**config.mk**
```make
export PLATFORM = sky130hd
export DESIGN_NAME = counter_sequencer
export DESIGN_NICKNAME = d
export VERILOG_FILES = /design/src/rtl/counter_sequencer.sv
export SDC_FILE = /design/constraint.sdc
export NUM_CORES = 1
export LEC_CHECK = 0
export CAP_MARGIN = 20
export CORE_ASPECT_RATIO = 0.5
export CORE_UTILIZATION = 40
export DETAILED_ROUTE_END_ITERATION = 10
export PLACE_DENSITY = 0.77
export SLEW_MARGIN = 20
export SYNTH_ARGS = -nofsm -noshare
export SYNTH_HDL_FRONTEND = slang
export SYNTH_SLANG_ARGS = --single-unit
```
**constraint.sdc**
```tcl
create_clock -name clk -period 1.9 [get_ports clk]
set_clock_uncertainty 0.15 [all_clocks]
set_input_delay 0.38 -clock clk [delete_from_list [all_inputs] [get_ports clk]]
set_output_delay 0.38 -clock clk [all_outputs]
set_load 0.02 [all_outputs]
```
**src/rtl/counter_sequencer.sv**
```systemverilog
// ---------------------------------------------------------------------------
// counter_sequencer
//
// Upstream controller for the counter block. It accepts run commands over a
// valid/ready handshake and then drives the counter's clr/inc/max_val inputs
// while it watches the counter's eq flag. It produces prescaled increment
// ticks and repeats whole count periods a set number of times, or forever.
// It reports each period end and each finished command to the surrounding
// control logic.
//
// Parameters
//   WIDTH  count width; must match the counter being driven
//   PRE_W  prescaler width; a tick occurs every (pre+1) clk cycles
//   REP_W  repeat-count width; a repeat count of 0 means run until abort
//
// Ports
//   clk          in   1      clock, all logic on posedge
//   rst          in   1      synchronous reset, active-high
//   cmd_valid    in   1      command present
//   cmd_ready    out  1      command accepted when cmd_valid & cmd_ready
//   cmd_max      in   WIDTH  terminal count for the run
//   cmd_pre      in   PRE_W  prescale value (tick period = cmd_pre+1 cycles)
//   cmd_reps     in   REP_W  number of periods, 0 = infinite
//   abort        in   1      stop the current run
//   cnt_clr      out  1      to counter clr
//   cnt_inc      out  1      to counter inc
//   cnt_max_val  out  WIDTH  to counter max_val (registered)
//   cnt_eq       in   1      from counter eq
//   period_pulse out  1      one-cycle pulse at each period end
//   done         out  1      one-cycle pulse when a finite run completes
//   busy         out  1      high whenever a command is being executed
//   reps_left    out  REP_W  remaining periods (registered)
// ---------------------------------------------------------------------------
module counter_sequencer #(
    parameter int WIDTH = 8,
    parameter int PRE_W = 4,
    parameter int REP_W = 4
) (
    input  logic             clk,
    input  logic             rst,
    input  logic             cmd_valid,
    output logic             cmd_ready,
    input  logic [WIDTH-1:0] cmd_max,
    input  logic [PRE_W-1:0] cmd_pre,
    input  logic [REP_W-1:0] cmd_reps,
    input  logic             abort,
    output logic             cnt_clr,
    output logic             cnt_inc,
    output logic [WIDTH-1:0] cnt_max_val,
    input  logic             cnt_eq,
    output logic             period_pulse,
    output logic             done,
    output logic             busy,
    output logic [REP_W-1:0] reps_left
);

    typedef enum logic [1:0] {
        S_IDLE,
        S_CLEAR,
        S_RUN,
        S_DONE
    } state_t;

    state_t             state;
    state_t             state_next;
    logic [PRE_W-1:0]   prescaler;
    logic [PRE_W-1:0]   pre_reg;
    logic               tick;
    logic               period_end;

    // A tick is the last cycle of each prescale interval. A period ends on a
    // tick where the counter already sits at its terminal count. An abort
    // takes priority, so it suppresses the period end in that same cycle.
    assign tick       = (state == S_RUN) && (prescaler == pre_reg);
    assign period_end = tick && cnt_eq && !abort;

    // Next-state and counter-control decode. Reset forces the counter clear
    // and gates every other output low, because the state register still
    // holds its pre-reset value until the clock edge.
    always_comb begin
        state_next   = state;
        cmd_ready    = 1'b0;
        cnt_clr      = 1'b0;
        cnt_inc      = 1'b0;
        period_pulse = 1'b0;
        done         = 1'b0;
        busy         = 1'b0;

        if (rst) begin
            cnt_clr = 1'b1;
        end else begin
            case (state)
                S_IDLE: begin
                    cmd_ready = 1'b1;
                    if (cmd_valid) begin
                        state_next = S_CLEAR;
                    end
                end

                S_CLEAR: begin
                    busy    = 1'b1;
                    cnt_clr = 1'b1;
                    state_next = abort ? S_IDLE : S_RUN;
                end

                S_RUN: begin
                    busy = 1'b1;
                    if (abort) begin
                        cnt_clr    = 1'b1;
                        state_next = S_IDLE;
                    end else if (tick) begin
                        if (cnt_eq) begin
                            // The counter wraps here through clr, not inc.
                            cnt_clr      = 1'b1;
                            period_pulse = 1'b1;
                            if (reps_left == REP_W'(1)) begin
                                state_next = S_DONE;
                            end
                        end else begin
                            cnt_inc = 1'b1;
                        end
                    end
                end

                S_DONE: begin
                    busy       = 1'b1;
                    done       = 1'b1;
                    cnt_clr    = 1'b1;
                    state_next = S_IDLE;
                end

                default: begin
                    state_next = S_IDLE;
                end
            endcase
        end
    end

    // State register and datapath. The command fields are latched on the
    // handshake. The prescaler restarts in CLEAR so that the first tick
    // lands pre cycles into RUN. reps_left only moves in finite mode, where
    // it never drops below 1 before the final period.
    always_ff @(posedge clk) begin
        if (rst) begin
            state       <= S_IDLE;
            prescaler   <= '0;
            pre_reg     <= '0;
            cnt_max_val <= '0;
            reps_left   <= '0;
        end else begin
            state <= state_next;
            case (state)
                S_IDLE: begin
                    if (cmd_valid) begin
                        cnt_max_val <= cmd_max;
                        pre_reg     <= cmd_pre;
                        reps_left   <= cmd_reps;
                    end
                end

                S_CLEAR: begin
                    prescaler <= '0;
                    if (abort) begin
                        reps_left <= '0;
                    end
                end

                S_RUN: begin
                    if (abort) begin
                        reps_left <= '0;
                    end else begin
                        prescaler <= tick ? '0 : prescaler + PRE_W'(1);
                        if (period_end && (reps_left != '0)) begin
                            reps_left <= reps_left - REP_W'(1);
                        end
                    end
                end

                default: begin
                end
            endcase
        end
    end

endmodule

```
; ---- Word-level counts from Yosys, hierarchy flattened
; Cells that the tools add are included.
; W data, S select, Z words.
[totals]
reg_bits = 22
wordCells = 68
[op_classes]
add_sub_neg = 2
eq_ne = 12
muxes = 34
n_reduce_logical = 15
[op_table]
columns = op, n
row1 = $mux W4, 6
row2 = $mux W1, 18
row3 = $mux W2, 6
row4 = $pmux W4 S3, 1
row5 = $pmux W2 S4, 1
row6 = $pmux W4 S2, 1
row7 = $reduce_and A4 Y1, 2
row8 = $ne A2 B2 Y1 const B, 3
row9 = $ne A3 B2 Y1 const B, 2
row10 = $ne A3 B3 Y1 const B, 2
row11 = $add A4 B1 Y4 const B, 1
row12 = $eq A2 B2 Y1 const B, 2
row13 = $eq A4 B1 Y1 const B, 1
row14 = $eq A4 B4 Y1, 1
row15 = $logic_and A1 B1 Y1, 4
row16 = $reduce_and A2 Y1, 2
row17 = $reduce_bool A4 Y1, 1
row18 = $sub A4 B1 Y4 const B, 1
row19 = $reduce_bool A3 Y1, 1
row20 = $reduce_or A3 Y1, 1
row21 = $eq A2 B1 Y1 const B, 1
row22 = $logic_not A2 Y1, 1
row23 = $pmux W1 S2, 1
row24 = $reduce_bool A2 Y1, 1
row25 = 2 further kinds, 2

; ---- Depth between registers and ports, before layout
; Gate-level depths: netlist of the first run.
[depth]
ltp_word = 8
ltp_mapped = 7

; ---- Worst setup path before layout of the first run
; Ideal clock, no wire load.
[synth_timing]
kind = register to output
startpoint = reg prescaler[0]
endpoint = out cnt_clr
t_arrival_ps = 1812
path_slack_ps = -442
path_stages_with_launch = 6
n_path_buf = 0
path_cell_list = dfxtp_1 -> xor2_1 -> nor4_1 -> a21o_1 -> a211oi_1 -> o21ai_0
[synth_via]
elab_chain_len = 6
[synth_rtl]
columns = item, line
row1 = "start, declared", 66  ; logic [PRE_W-1:0] prescaler;
row2 = "start signal, assigned", 172  ; prescaler <= tick ? '0 : prescaler + PRE_W'(1);
row3 = $eq A4 B4 Y1, 74  ; assign tick = (state == S_RUN) && (prescaler == pre_reg);
row4 = $logic_and A1 B1 Y1, 74
row5 = $mux W1, 111  ; end else if (tick) begin
row6 = $mux W1, 108  ; if (abort) begin
row7 = $pmux W1 S2, 92  ; case (state)
row8 = $mux W1, 89  ; if (rst) begin
row9 = "end, declared", 47  ; output logic cnt_clr,
; No other way between the ends.

; ---- Final worst setup path of the first run
[layout_timing]
startpoint = reg pre_reg[2]
endpoint = out period_pulse
[layout_via]
elab_chain_len = 6
[layout_rtl]
columns = item, line
row1 = "start, declared", 67  ; logic [PRE_W-1:0] pre_reg;
row2 = "start signal, assigned", 156  ; pre_reg <= cmd_pre;
row3 = $eq A4 B4 Y1, 74
row4 = $logic_and A1 B1 Y1, 74
row5 = $mux W1, 111
row6 = $mux W1, 108
row7 = $mux W1, 92
row8 = $mux W1, 89
row9 = "end, declared", 51  ; output logic period_pulse,
; No other way between the ends.

==> results.toml, run 1 <==
[clocking]
clk_latency_ns = 0.27
clk_pin_slew_ns = 0.08
cts_tree = "done"
htreeDepth = 1
root_buffer = "clkbuf_8"
cts_hold_buf = 0
cts_sinks = 22
cts_buffers = 3
clock_path_buffers = 2

[sta]
final.period_utilization_pct = 121
clock.fmax_ghz = 0.436
period_needed_ns = 2.30
whs_ns = 0.309
relSlewSlack_pct = 80.8
setup_viol_count_final = 7
setup_ws_ns = -0.396
worst_pin_slew_ns = 0.285
finalHoldViolCount = 0
grt_setup_unrepaired = "yes"
drv_slew = 0

[placed_design]
dpl.cell_count = 252
port_buffers = 38
dp_hpwl_um = 2650
place_congestion = 0.849
place_ws_ns = -0.573

[synth]
postSynth.asyncResetShare_pct = 0
synth_edf_count = 0
ys_seq_elements = 22
yosysUniqueCellTypes = 29
synth.cell_area_sq_mm = 0.00121
synth_seq_area_share_pct = 36.5
yosysTopAreaCell = "dfxtp_1"
syn_inst = 151
avgSynthCellArea_sq_um = 8.00
synthFlopType = "dfxtp_1"
syn-num-nets = 182
synth_area_leaders = "dfxtp_1, ha_1, nand2_1"
synth_top_area_share_pct = 36.5
yosys_warnings = 0

[global_route]
grt_use_total_pct = 24.6
grt_overflow = 0
antenna_found_initial = 0
grt_first_pass_wirelength_um = 5750
grt_max_degree = 17
first_global_vias = 1245

[cells_and_area]
final_common_cell = "buf_4"
drive_above_1_share_pct = 31.7
final_cell_mix = "buf_4, clkdlybuf4s50_1, nand2_1"
syn_to_final_growth_pct = 73.1
largest_reg_flops = 8
stdcell_count = 261
regMostFlops = "cnt_max_val"
antenna_cells = 0
nNetsFinal = 256

[power]
comb_power_share_pct = 35.8
vdd_drop_max_mv = 0.484
p_seq_share_pct = 34.8
leakagePower_nw = 0.917
total_power_w = 0.00151
swShare_pct = 30.1
clockPowerShare_pct = 29.4
p_int_w = 0.00105
power-per-cell-area_mw_per_mm2 = 723
switchingPower_w = 0.000455

[status]
failed_checks = "negative setup slack"
status = "finished with violations"

[floorplan]
num_io_pins = 39
die_area_sq_mm = 0.00326
core-area_sq_mm = 0.00273
floorplan.rows = 13
chipHeight_um = 40.9
die_w_um = 79.7
start_util_pct = 44.2

[drt]
vias_per_cell = 5.39
routedWlPerCell_um = 16.1
wl_um = 4210
vias = 1407
dr.pass1.iters = 4
final_antenna_net_count = 0
drc_errors = 0
detail_route.iter0.violations = 106

[setup_path]
path_max_fanout = 3
arrival_ns = 1.77
worstSetupStartpointType = "register"
endpoint_kind = "output port"
required_ns = 1.37
path_class = "reg2out"

[run]
maxCapViolCount = 0

[hold_path]
hold_class = "reg2reg"
logic make-up after synthesis:
group	after synthesis	share of synthesized area, %
buf+inv	14	4.35
compound gates	40	21.0
mux	1	0.829
fa+ha+maj	10	10.4
flops	22	36.5
simple gates	58	22.6
xor+xnor	6	4.35
synth_stat cells, drive strengths merged, types with 3 or more instances:
| cell type | instances |
|---|---|
| nand2 | 27 |
| dfxtp | 22 |
| a21oi | 20 |
| ha | 10 |
| inv | 9 |
| nor2 | 8 |
| nor3 | 7 |
| o21ai | 7 |
| clkbuf | 5 |
| nor2b | 5 |
| a211oi | 4 |
| xor2 | 4 |
| nor4 | 3 |
critical path, stage by stage (launching register included):
cell,delay (ns)
dfxtp_2,0.34
xor2_1,0.17
or4_4,0.59
nor4_4,0.23
buf_4,0.18
metrics by stage:
stage | cell area [sq um] | setup TNS (ns) | util [%]
2_1_floorplan | 1250 | -0.152 | -
3_3_place_gp | 1900 | -3.21 | 69.6
3_5_place_dp | 1900 | -3.65 | 69.6
4_1_cts | 2020 | -2.06 | 73.8
5_1_grt | 2090 | -2.69 | 76.5
6_report | 2090 | -2.21 | 76.5
power by group through the flow:
stage	sequential [W]	clock (W)	combinational, W
6_report	0.000526	0.000444	0.000540
3_5_place_dp	0.000530	0	0.000470
5_1_grt	0.000528	0.000468	0.000577
4_1_cts	0.000522	0.000449	0.000495
3_3_place_gp	0.000528	0	0.000461
2_1_floorplan	0.000560	0	0.000207
final cells by class:
class | count | area [sq um]
Fill cell | 192 | 643
Multi-Input combinational cell | 115 | 825
Timing Repair Buffer | 74 | 664
Inverter | 9 | 33.8
Clock buffer | 3 | 41.3
Clock inverter | 1 | 30.0
Tap cell | 37 | 46.3
Sequential cell | 22 | 449
worst paths after layout:
path	start	end	slack, ns	depth (start not counted)
max reg2reg	pre_reg[2]$_SDFFE_PP0P_	reps_left[0]$_SDFFE_PP0P_	-0.34	7
max	pre_reg[2]$_SDFFE_PP0P_	period_pulse	-0.40	4
min	cnt_max_val[2]$_SDFFE_PP0P_	cnt_max_val[2]$_SDFFE_PP0P_	0.31	2
min reg2reg	cnt_max_val[2]$_SDFFE_PP0P_	cnt_max_val[2]$_SDFFE_PP0P_	0.31	2
repair_timing:
| item | CTS | global route |
|---|---|---|
| pin swaps | 6 | 3 |
| setup buffers | 2 | 2 |
| setup endpoints to repair | 13 | 17 |
| cloned | 0 | 1 |
| gates resized for setup | 39 | 18 |
routing by layer:
layer  up-vias  share of wire [%]  global-route usage [%]
li1        668                  -                       -
met5         -                  0                       0
met4         0                2.1                    6.36
met2        61                 50                    48.1
met3        12                5.8                    5.11
met1       666                 42                    29.0
(Power assumes the default switching activity.)
==> run 2, diff against run 1 <==
--- a/config.mk
+++ b/config.mk
@@ -10,6 +10,7 @@
 export CORE_UTILIZATION = 40
 export DETAILED_ROUTE_END_ITERATION = 10
 export PLACE_DENSITY = 0.77
+export SETUP_SLACK_MARGIN = 0.5
 export SLEW_MARGIN = 20
 export SYNTH_ARGS = -nofsm -noshare
 export SYNTH_HDL_FRONTEND = slang
==> run 2 against run 1 <==
The run still ends with negative setup slack left; flip-flop and latch count did not move; count of clock-buffer cells in the layout did not move; non-clock buffer count rose by 8; total power rose by 9.8%; final cell count rose by 3.1%; die area did not move; clock power rose by 1%; largest power group unchanged.
==> results.toml, run 2 (synthesis results as in run 1) <==
[sta]
setup_viol_count_final = 13
whs_ns = 0.307
drv_slew = 0
clock.fmax_ghz = 0.425
worst_pin_slew_ns = 0.355
setup_tns_ns = -2.88
grt_setup_unrepaired = "yes"
period_needed_ns = 2.35
relSlewSlack_pct = 76.1
finalHoldViolCount = 0
setup_ws_ns = -0.450
final.period_utilization_pct = 124

[setup_path]
endpoint_kind = "output port"
reg2reg_slack_ns = -0.29
worstSetupStartpointType = "register"
crit_chain = "xor2_4 -> buf_6 -> nor4_4 -> a21o_1 -> a211oi_2 -> o21ai_2 -> buf_6"
slowest_stage = "dfxtp_4"
critPathBufInv = 2
rr_startpoint = "prescaler[0]$_SDFFE_PP0P_"
arrival_ns = 1.82
path_depth = 7
path_class = "reg2out"
r2r_end = "reps_left[0]$_SDFFE_PP0P_"
required_ns = 1.37
cpMostUsedCell = "buf_6"
path_max_fanout = 2
critical-path-top-delay-family = "compound AO/OA/AOI/OAI gates"
slowest_delay_ns = 0.37
r2r_cells = 5

[drt]
vias = 1582
detail_route.iter0.violations = 56
dr.pass1.iters = 7
routedWlPerCell_um = 20.7
vias_per_cell = 5.88
drc_errors = 0
wl_um = 5570
final_antenna_net_count = 0

[floorplan]
die_w_um = 79.7
floorplan.rows = 13
start_util_pct = 44.2
chipHeight_um = 40.9
die_area_sq_mm = 0.00326
num_io_pins = 39
core-area_sq_mm = 0.00273

[cells_and_area]
regMostFlops = "cnt_max_val"
final_common_cell = "buf_4"
final_cell_mix = "buf_4, buf_6, clkdlybuf4s50_1"
drive_above_1_share_pct = 57.3
syn_to_final_growth_pct = 101
nNetsFinal = 264
antenna_cells = 0
largest_reg_flops = 8

[clocking]
root_buffer = "clkbuf_8"
cts_buffers = 3
cts_hold_buf = 0
clk_latency_ns = 0.27
clock_path_buffers = 2
cts_sinks = 22
clk_pin_slew_ns = 0.09
cts_tree = "done"
htreeDepth = 1

[status]
failed_checks = "negative setup slack"
status = "finished with violations"

[placed_design]
place_congestion = 0.819
port_buffers = 38
place_ws_ns = -0.548
dp_hpwl_um = 2670

[power]
power-per-cell-area_mw_per_mm2 = 683
vdd_drop_max_mv = 0.457
total_power_w = 0.00166
leakagePower_nw = 1.05

[global_route]
first_global_vias = 1560
grt_use_total_pct = 33.7
antenna_found_initial = 0
grt_overflow = 0
grt_max_degree = 16
grt_first_pass_wirelength_um = 7760

[hold_path]
hold_class = "reg2reg"
min_from = "cnt_max_val[7]$_SDFFE_PP0P_"
holdPathStages = 2
worst_hold_path.endpoint = "cnt_max_val[7]$_SDFFE_PP0P_"

[run]
maxCapViolCount = 0
run 2: stage by stage:
step                instance area, sq um  util (%)  instances
floorplan                           1310         -        151
global placement                    1940      71.0        252
detailed placement                  1940      71.0        252
CTS                                 2380      87.2        267
global route                        2430      88.8        269
finish                              2430      88.8        269
run 2: how the worst max path moves through the flow:
stage	from	to	slack (ns)
floorplan	pre_reg[3]$_SDFFE_PP0P_	cnt_inc	-0.06
global placement	pre_reg[3]$_SDFFE_PP0P_	period_pulse	-0.54
detailed placement	pre_reg[3]$_SDFFE_PP0P_	cnt_inc	-0.55
CTS	pre_reg[0]$_SDFFE_PP0P_	cnt_inc	-0.39
global route	prescaler[0]$_SDFFE_PP0P_	cnt_clr	-0.51
finish	prescaler[0]$_SDFFE_PP0P_	cnt_clr	-0.45
run 2: worst register-to-register path, delay by kind of cell, from the launching register on:
family	cells	cell delay, ns
XOR/XNOR	1	0.19
flip-flops	1	0.37
AND/OR/NAND/NOR	1	0.57
AO/OA/AOI/OAI	2	0.60
buffers and inverters	1	0.19
run 2: power by group:
part | total, W | switching [W] | internal [W] | leakage (nW)
clock network | 0.000450 | 0.000168 | 0.000282 | 0.0357
registers | 0.000528 | 0.0000308 | 0.000497 | 0.183
logic | 0.000680 | 0.000347 | 0.000333 | 0.835
total | 0.00166 | 0.000546 | 0.00111 | 1.05
run 2: timing repair:
item                                    in CTS  in global routing
endpoints found under the hold margin        0                  0
resized for setup                          155                 27
setup buffers                               10                  2
endpoints found under the setup margin      40                 38
gates cloned                                 1                  0
pin swaps                                   11                 11
run 2: layer usage:
metal / vias up / share of wire, % / track usage (%)
met4: 0 / 5.7 / 19.1
met5: - / 0 / 0
met2: 104 / 49 / 67.9
li1: 684 / - / -
met1: 757 / 38 / 34.7
met3: 37 / 7.6 / 8.22
run 2: area by class of cell:
type / instances / area (sq um)
Multi-Input combinational cell: 115 / 1070
Timing Repair Buffer: 82 / 754
Sequential cell: 22 / 453
Fill cell: 111 / 305
Tap cell: 37 / 46.3
Clock buffer: 3 / 41.3
Inverter: 9 / 36.3
Clock inverter: 1 / 30.0
==> run 3, diff against run 2 <==
--- a/config.mk
+++ b/config.mk
@@ -9,6 +9,7 @@
 export CORE_ASPECT_RATIO = 0.5
 export CORE_UTILIZATION = 40
 export DETAILED_ROUTE_END_ITERATION = 10
+export GPL_TIMING_DRIVEN = 0
 export PLACE_DENSITY = 0.77
 export SETUP_SLACK_MARGIN = 0.5
 export SLEW_MARGIN = 20
==> constraint.sdc (replaced) <==
create_clock -name clk -period 1.9 [get_ports clk]
set_clock_uncertainty 0.15 [all_clocks]
set_input_delay 0.38 -clock clk [delete_from_list [all_inputs] [get_ports clk]]
set_output_delay 0.38 -clock clk [all_outputs]
set_load 0.05 [all_outputs]
==> run 3 against run 2 <==
The run still ends with negative setup slack left; register-to-register slack better by 0.06 ns; wire length decreased by 33%; total power shrank 4.6%; final cell count decreased by 10%; combinational power is 11% lower; non-clock buffer count down 27; critical path depth down 3; worst setup slack worse by 0.018 ns; first-iteration DRC count up 50%; sequential power increased by 0.9%.
==> results.toml, run 3 (synthesis results as in run 1) <==
[clocking]
clock_path_buffers = 2
cts_sinks = 22
root_buffer = "clkbuf_8"
cts_tree = "done"
cts_hold_buf = 0
clk_pin_slew_ns = 0.08
clk_latency_ns = 0.27
htreeDepth = 1
cts_buffers = 3

[setup_path]
r2r_cells = 5
path_class = "reg2out"
endpoint_kind = "output port"
rr_startpoint = "pre_reg[2]$_SDFFE_PP0P_"
r2r_end = "reps_left[0]$_SDFFE_PP0P_"
arrival_ns = 1.84
worstSetupStartpointType = "register"
critPathLaunch = "pre_reg[2]$_SDFFE_PP0P_"
reg2reg_slack_ns = -0.23
endpoint = "period_pulse"
path_max_fanout = 3
required_ns = 1.37

[cells_and_area]
syn_to_final_growth_pct = 76.6
nNetsFinal = 237
regMostFlops = "cnt_max_val"
final_common_cell = "nand2_1"
largest_reg_flops = 8
stdcell_count = 242
final_cell_mix = "nand2_1, clkdlybuf4s50_1, a21oi_1"
drive_above_1_share_pct = 39.5
antenna_cells = 0

[drt]
vias = 1328
dr.pass1.iters = 6
detail_route.iter0.violations = 84
drc_errors = 0
vias_per_cell = 5.49
final_antenna_net_count = 0
wl_um = 3730
routedWlPerCell_um = 15.4

[sta]
grt_setup_unrepaired = "yes"
final.period_utilization_pct = 125
relSlewSlack_pct = 66.8
worst_pin_slew_ns = 0.498
finalHoldViolCount = 0
clock.fmax_ghz = 0.422
drv_slew = 0
period_needed_ns = 2.37
setup_viol_count_final = 7
setup_ws_ns = -0.468

[placed_design]
port_buffers = 37
place_ws_ns = -0.907
place_congestion = 0.813
dpl.cell_count = 225
dp_hpwl_um = 2310

[global_route]
first_global_vias = 1207
antenna_found_initial = 0
grt_max_degree = 14
grt_overflow = 0
grt_use_total_pct = 24.0
grt_first_pass_wirelength_um = 5620

[power]
clockPowerShare_pct = 28.2
comb_power_share_pct = 38.2
swShare_pct = 33.9
p_int_w = 0.00105
power-per-cell-area_mw_per_mm2 = 742
p_seq_share_pct = 33.7
leakagePower_nw = 0.852
switchingPower_w = 0.000536
vdd_drop_max_mv = 0.319

[floorplan]
num_io_pins = 39
die_area_sq_mm = 0.00326
start_util_pct = 44.2
die_w_um = 79.7
floorplan.rows = 13
core-area_sq_mm = 0.00273
chipHeight_um = 40.9

[status]
failed_checks = "negative setup slack"
status = "finished with violations"

[hold_path]
min_from = "rst"
hold_class = "in2reg"

[run]
maxCapViolCount = 0
-- run 3: worst max-delay path, stage by stage (launching register included) --
cell     delay [ns]
dfxtp_1        0.33
xor2_1         0.19
or4_4          0.60
nor4_4         0.25
buf_6          0.20
-- run 3: cell type report --
class,count,area [sq um]
fill,170,601
sequential,22,464
timing repair buffer,50,489
multi-input combinational,115,945
clock buffer,3,41.3
buffer,5,75.1
inverter,9,41.3
tap,37,46.3
clock inverter,1,30.0
-- run 3: what timing repair did --
item	4_1_cts	5_1_grt
cloned	0	0
endpoints found under the hold margin	0	0
pin swaps	7	4
setup buffers	11	2
resized for setup	143	21
endpoints found under the setup margin	38	25
-- run 3: worst min-delay path by stage --
stage | end | slack (ns) | cells past startpoint
after floorplan | pre_reg[0]$_SDFFE_PP0P_ | 0.30 | 2
after global placement | cnt_max_val[5]$_SDFFE_PP0P_ | 0.29 | 2
after detailed placement | cnt_max_val[4]$_SDFFE_PP0P_ | 0.30 | 2
after CTS | state[0]$_SDFFE_PP0P_ | 0.28 | 3
after global routing | state[0]$_SDFFE_PP0P_ | 0.30 | 3
final | state[0]$_SDFFE_PP0P_ | 0.29 | 3
-- run 3: per-stage QoR --
stage	util (%)	area [sq um]	power [W]	hold WS (ns)	TNS, ns
2_1_floorplan	-	1380	0.000873	0.298	-0.800
3_3_place_gp	65.6	1790	0.00102	0.289	-4.32
3_5_place_dp	65.6	1790	0.00103	0.297	-4.52
4_1_cts	74.9	2050	0.00155	0.276	-2.11
5_1_grt	78.0	2130	0.00165	0.305	-2.61
6_report	78.0	2130	0.00158	0.293	-2.15
-- run 3: power groups by stage --
stage / clock network [W] / registers, W / logic (W)
after floorplan: 0 / 0.000617 / 0.000256
after global placement: 0 / 0.000538 / 0.000480
after detailed placement: 0 / 0.000540 / 0.000486
after CTS: 0.000453 / 0.000531 / 0.000567
after global routing: 0.000478 / 0.000536 / 0.000639
final: 0.000446 / 0.000533 / 0.000604
-- run 3: layer usage --
layer / global-route usage [%] / up-vias / wire length, um
met2: 43.6 / 55 / 1750
met1: 26.9 / 630 / 1620
met5: 0 / - / 0
met4: 10.9 / 0 / 97
li1: - / 631 / -
met3: 8.44 / 12 / 270
